--- config.mk ---
export PLATFORM = sky130hd
export DESIGN_NAME = pause_ctrl
export DESIGN_NICKNAME = d
export VERILOG_FILES = /design/src/rtl/pause_ctrl.sv
export SDC_FILE = /design/constraint.sdc
export NUM_CORES = 1
export LEC_CHECK = 0
export ABC_AREA = 1
export CORE_MARGIN = 2
export CORE_UTILIZATION = 47
export CTS_CLUSTER_DIAMETER = 150
export DETAILED_ROUTE_END_ITERATION = 8
export DONT_BUFFER_PORTS = 1
export SLEW_MARGIN = 15
export SYNTH_ARGS = -nofsm -noshare
export SYNTH_HDL_FRONTEND = slang
export SYNTH_SLANG_ARGS = --single-unit
--- constraint.sdc ---
create_clock -name clk_sys -period 3.76 [get_ports clk_sys]
set_clock_uncertainty 0.15 [all_clocks]
set_input_delay 0 -clock clk_sys [delete_from_list [all_inputs] [get_ports clk_sys]]
set_output_delay 0 -clock clk_sys [all_outputs]
set_load 0.005 [all_outputs]
--- src/rtl/pause_ctrl.sv ---
// pause_ctrl: CPU pause / frame-step / dim unit between the system video
// output and arcade_video.
//   clk_sys, reset_n      : clock, async active-low reset
//   user_button           : pause toggle (level, rising edge toggles)
//   step_button           : frame-step request (rising edge)
//   pause_request         : external pause, held high = paused
//   OSD_STATUS, options   : OSD open; options[0] pause-on-OSD, options[1] dim enable
//   vblank                : vertical blank, active high
//   rgb_in / rgb_out      : {r,g,b} video, rgb_out registered (1-cycle latency)
//   pause_cpu             : 1 = CPU halted
//   dim_active            : 1 = output currently dimmed
module pause_ctrl #(
  parameter int unsigned RW         = 8,
  parameter int unsigned GW         = 8,
  parameter int unsigned BW         = 8,
  parameter int unsigned DIM_CYCLES = 240000000,
  parameter int unsigned DIM_SHIFT  = 1
) (
  input  logic                  clk_sys,
  input  logic                  reset_n,
  input  logic                  user_button,
  input  logic                  step_button,
  input  logic                  pause_request,
  input  logic                  OSD_STATUS,
  input  logic [1:0]            options,
  input  logic                  vblank,
  input  logic [RW+GW+BW-1:0]   rgb_in,
  output logic [RW+GW+BW-1:0]   rgb_out,
  output logic                  pause_cpu,
  output logic                  dim_active
);

  localparam int unsigned W  = RW + GW + BW;
  localparam int unsigned CW = $clog2(DIM_CYCLES + 1);
  localparam logic [CW-1:0] DIM_MAX = CW'(DIM_CYCLES);

  typedef enum logic [1:0] {RUN, PAUSED, STEP} state_t;

  state_t        state, state_nx;
  logic          user_latch, user_d, step_d, vb_d;
  logic [CW-1:0] cnt, cnt_nx;
  logic          user_edge, step_edge, vb_rise;
  logic          latch_nx, pause_cond, dim_nx;
  logic [RW-1:0] r_in;
  logic [GW-1:0] g_in;
  logic [BW-1:0] b_in;
  logic [W-1:0]  rgb_dim;

  assign r_in = rgb_in[W-1:GW+BW];
  assign g_in = rgb_in[GW+BW-1:BW];
  assign b_in = rgb_in[BW-1:0];

  // Edge detection, pause condition, next state and next counter value
  always_comb begin
    user_edge  = user_button & ~user_d;
    step_edge  = step_button & ~step_d;
    vb_rise    = vblank & ~vb_d;
    latch_nx   = user_latch ^ user_edge;
    pause_cond = latch_nx | pause_request | (OSD_STATUS & options[0]);

    state_nx = state;
    if (!pause_cond) begin
      state_nx = RUN;
    end else begin
      unique case (state)
        RUN:     state_nx = PAUSED;
        // A step edge coinciding with a user edge is dropped
        PAUSED:  state_nx = (!user_edge && step_edge) ? STEP : PAUSED;
        // A user edge that keeps us paused aborts the step; a new step edge restarts it
        STEP: begin
          if (user_edge)      state_nx = PAUSED;
          else if (step_edge) state_nx = STEP;
          else if (vb_rise)   state_nx = PAUSED;
          else                state_nx = STEP;
        end
        default: state_nx = RUN;
      endcase
    end

    cnt_nx = cnt;
    if (user_edge || step_edge || state == RUN) cnt_nx = '0;
    else if (state == PAUSED && cnt != DIM_MAX) cnt_nx = cnt + CW'(1);

    dim_nx  = options[1] & (state_nx != RUN) & (cnt_nx == DIM_MAX);
    rgb_dim = {r_in >> DIM_SHIFT, g_in >> DIM_SHIFT, b_in >> DIM_SHIFT};
  end

  // State, edge history, counter and registered outputs
  always_ff @(posedge clk_sys or negedge reset_n) begin
    if (!reset_n) begin
      state      <= RUN;
      user_latch <= 1'b0;
      user_d     <= 1'b0;
      step_d     <= 1'b0;
      vb_d       <= 1'b0;
      cnt        <= '0;
      rgb_out    <= '0;
      pause_cpu  <= 1'b0;
      dim_active <= 1'b0;
    end else begin
      state      <= state_nx;
      user_latch <= latch_nx;
      user_d     <= user_button;
      step_d     <= step_button;
      vb_d       <= vblank;
      cnt        <= cnt_nx;
      pause_cpu  <= (state_nx == PAUSED);
      dim_active <= dim_nx;
      // Dimming follows the dim_active value already registered
      rgb_out    <= dim_active ? rgb_dim : rgb_in;
    end
  end

endmodule

# Word-level counts from Yosys, hierarchy flattened
# Cells that the tools add are included.
word_totals:
  wordCells: 43
  regBits: 60
op_classes:
  eq_ne: 5
  addsub: 1
  n_reduce_logical: 7
  bitwise: 12
  muxes: 9
op_table:
  columns: ["operator", "count"]
  rows:
  - ["two-way mux 28 bit", 2]
  - ["adder 28 x 1 -> 28 bit (second input constant)", 1]
  - ["equality test 28 bit (second input constant)", 1]
  - ["!= test 28 bit (second input constant)", 1]
  - ["two-way mux 24 bit", 1]
  - ["two-way mux 2 bit", 5]
  - ["bitwise AND 1 bit", 6]
  - ["case mux 2 bit (3 select lines)", 1]
  - ["equality test 2 x 1 -> 1 bit (second input constant)", 2]
  - ["NOT 1 bit", 3]
  - ["equality test 2 bit (second input constant)", 1]
  - ["logical AND 1 bit", 2]
  - ["zero test 2 bit", 1]
  - ["logical OR 1 bit", 2]
  - ["OR 1 bit", 2]
  - ["nonzero test 2 bit", 1]
  - ["zero test 1 bit", 1]
  - ["XOR 1 bit", 1]

# Longest topological paths before layout
logic_depth:
  ltp_word: 10
  mapped_depth: 18

# Worst setup path before layout
# No wires, ideal clock.
synth_path:
  path_type: "register -> register"
  startpoint: "register cnt[0]"
  endpoint: "register dim_active"
  synth_period_minus_slack_ns: 1.910
  path_stages_with_launch: 18
  path_slack_ns: 1.850
  setup_ns: 0.071
  arrival_time_ns: 1.689
  path_buffers: 1
  path_cell_list: "dfrtp_1 -> inv_1 -> ha_1 -> nand2_1 -> nor2_1 -> nand2_1 -> nor2_1 -> nand2_2 -> nand2_2 -> buf_6 -> nand2_1 -> nand3_1 -> nand2_1 -> inv_1 -> nand2_1 -> nor2_1 -> nand2_1 -> nor2_1"
synth_between:
  elab_chain_cells: 6
  word_cells_on_any_way: 7
synth_lines:
  columns: ["element", "line", "source"]
  rows:
  - ["from (decl)", "41", "logic [CW-1:0] cnt, cnt_nx;"]
  - ["from (signal assigned)", "106", "cnt <= cnt_nx;"]
  - ["parallel branches: the longest is 2 deep, another holds adder 28 x 1 -> 28 bit", null, null]
  - ["two-way mux 28 bit *", "82", "else if (state == PAUSED && cnt != DIM_MAX) cnt_nx = cnt + CW'(1);"]
  - ["two-way mux 28 bit *", "81", "if (user_edge || step_edge || state == RUN) cnt_nx = '0;"]
  - ["equality test 28 bit *", "84", "dim_nx = options[1] & (state_nx != RUN) & (cnt_nx == DIM_MAX);"]
  - ["bitwise AND 1 bit *", "84", null]
  - ["named net dim_nx", "43", "logic latch_nx, pause_cond, dim_nx;"]
  - ["to (signal assigned)", "108", "dim_active <= dim_nx;"]
  - ["to (decl)", "30", "output logic dim_active"]
# Mark *: on every way through the listed nets, which the timed path passes.

# Worst setup path in the final report
# Same ends and word-level chain as after synthesis.

==> results.toml <==
[logic_synthesis]
syn_nets = 571
synth_seq_cells = 60
syn_area_per_cell_um2 = 6.688
postSynthCellCount = 536
ys.warnings.count = 0
synth_top_cell_by_area = "dfrtp_1"
synthTopCellsByArea = "dfrtp_1, nand2_1, nor2_1"
syn_area_mm2 = 0.003585
ys_types = 28
yosysSeqAreaShare_pct = 41.88
yosysTopAreaCellShare_pct = 41.88

[grt]
track_usage_pct = 24.97
grt_pass1_vias = 3404
grt-ovfl-total = 0
grt_pass1_wl_um = 16310
grt_max_degree = 61
grt_antenna_before_repair = 0

[floorplanning]
coreArea_mm2 = 0.007331
fp.dieArea_mm2 = 0.008341
start_util_pct = 48.90
die_x_um = 91.33
die_h_um = 91.33
io_pins = 59
row_count = 31

[sta]
tightest_slew_ps = 765.7
grt_setup_unrepaired = "no"
finalMaxSlewViolations = 0
hold_viol_final = 0
post-route-min-period_ps = 2595
fmaxAchievable_mhz = 385.4
setup_viol_count_final = 0
fin_crit_sh_pct = 69.00
setup_tns_ps = 0
maxSlewHeadroom_pct = 48.83

[clock_tree]
clkSlewWorstSetupHoldPaths_ps = 80
clkLatencyLatePin_ps = 340
htree_levels = 3
cts_inserted_buffers = 9
cts_tree = "done"
cts-root-buf = "clkbuf_8"
ctsLongestPathBuffers = 2
cts.repair.resized = 0
cts.sinks = 60
post_cts_buffers = 0
cts.hold.buffers_added = 39

[critical_path]
reg2reg_to = "dim_active"
r2r_slack_ps = 1170
rr_worst_depth = 13
r2r_start = "cnt[0]"
cpPeakStageDelay_ps = 590
critPathRequiredTime_ps = 3870
critPathCaptureType = "flop"
cp_cell_sequence = "inv_1, ha_1, nand3_1, nor2_1, nand2_1, nor2_2, nor2_4, o21ai_0, nand2_1, nand2_1, nor2_1, nand3_1, nor2_1"
critPathSlowestCell = "nor2_4"
crit_arrival_ps = 2700
cp-start-kind = "flop"
path_class = "flop to flop"
critPathMaxFanout = 32

[detailed_routing]
wl_per_cell_um = 14.43
wirelength_um = 9783
firstDrtPassIters = 5
drtIter0Drc = 226
drc = 0
viasPerCell = 5.069
ant_nets = 0
vias = 3437

[power]
netSwitchingFraction_pct = 39.67
power_density_mw_per_mm2 = 558.5
pwr-share-clk_pct = 28.4
switching_power_mw = 0.9483
ir_drop_mv = 0.3047
p_int_mw = 1.442
seqPwrFrac_pct = 37.3
comb_power_share_pct = 34.3
p_leak_nw = 2.099

[min_path]
hold_class = "input port to async pin"

[final_layout]
layout.nets = 609
fin_util_pct = 58.39
final_common_cell = "nand2_1"
multi_input_area_mm2 = 0.001712
layout-drive-gt1-share_pct = 7.254
diodes = 0
seq_area_mm2 = 0.001503
fillers = 663
fin_cells = 678
syn_to_final_growth_pct = 19.41
final_cell_mix = "nand2_1, nor2_1, inv_1"

[outcome]
status = "completed"

[placement]
place.port_buffers = 0
hpwl_um = 6722
dp_cells = 623
place_congestion = 0.9438

[run]
cap_viol_max_count = 0
==> power groups by stage <==
stage / sequential, mW / clock (mW) / combinational [mW]
floorplan: 0.857 / 0 / 0.658
global placement: 0.901 / 0 / 0.759
detailed placement: 0.899 / 0 / 0.760
CTS: 0.888 / 0.688 / 0.815
global route: 0.905 / 0.718 / 0.932
finish: 0.892 / 0.678 / 0.821
==> how the worst max path moves through the flow <==
stage / startpoint / end / slack, ps
2_1_floorplan: cnt[0] / dim_active / 1850
4_1_cts: cnt[0] / dim_active / 1160
5_1_grt: cnt[0] / dim_active / 930
3_3_place_gp: cnt[0] / dim_active / 1230
3_5_place_dp: cnt[0] / dim_active / 1190
6_report: cnt[0] / dim_active / 1170
==> routing by layer <==
layer	vias to the layer above	routed length, µm	global-route usage [%]
met2	142	4500	40.43
li1	1704	-	-
met4	0	241	9.217
met5	-	0	0
met1	1572	4199	31.76
met3	19	842	7.220
==> flip-flops by register name (all words and copies together), names as in the netlist <==
register    cells
pause_cpu       1
state           2
cnt            28
user_latch      1
dim_active      1
vb_d            1
step_d          1
rgb_out        24
user_d          1
==> final cells by class <==
cell class	instances	area share, %
Multi-Input combinational cell	385	39.99
Inverter	78	6.840
Clock buffer	11	3.537
Clock inverter	5	1.929
Timing Repair Buffer	40	9.705
Sequential cell	60	35.11
Tap cell	99	2.894
==> per-stage QoR <==
step	power (mW)	setup WS (ps)	area [µm²]	hold slack [ps]
CTS	2.390	1161	4279	20.17
global route	2.556	930.1	4280	39.84
detailed placement	1.659	1194	3637	-444.1
finish	2.391	1165	4280	16.61
global placement	1.660	1225	3637	-444.1
floorplan	1.515	1850	3585	-445.6
==> worst max-delay path: cells and delay by family (launching register included) <==
family          cells  cell delay [ps]
flops               1              460
fa+ha+maj           1              220
simple gates       10             1430
compound gates      1              160
buf+inv             1               90
==> kinds of logic after synthesis <==
group | after synthesis | share of synthesized area (%)
compound gates | 43 | 6.317
fa+ha+maj | 2 | 0.6980
buf+inv | 91 | 10.51
simple gates | 328 | 37.66
xor+xnor | 12 | 2.932
flops | 60 | 41.88
==> cells in the mapped netlist (all sizes together) <==
library cell,count
a21oi,18
a221oi,1
a31oi,2
buf,6
clkbuf,7
clkinv,1
dfrtp,60
ha,2
inv,77
nand2,190
nand3,37
nand3b,1
nand4,2
nor2,96
nor3,1
o21a,2
o21ai,20
or2,1
xnor2,2
xor2,10
Power figures use the tool's default switching activity.
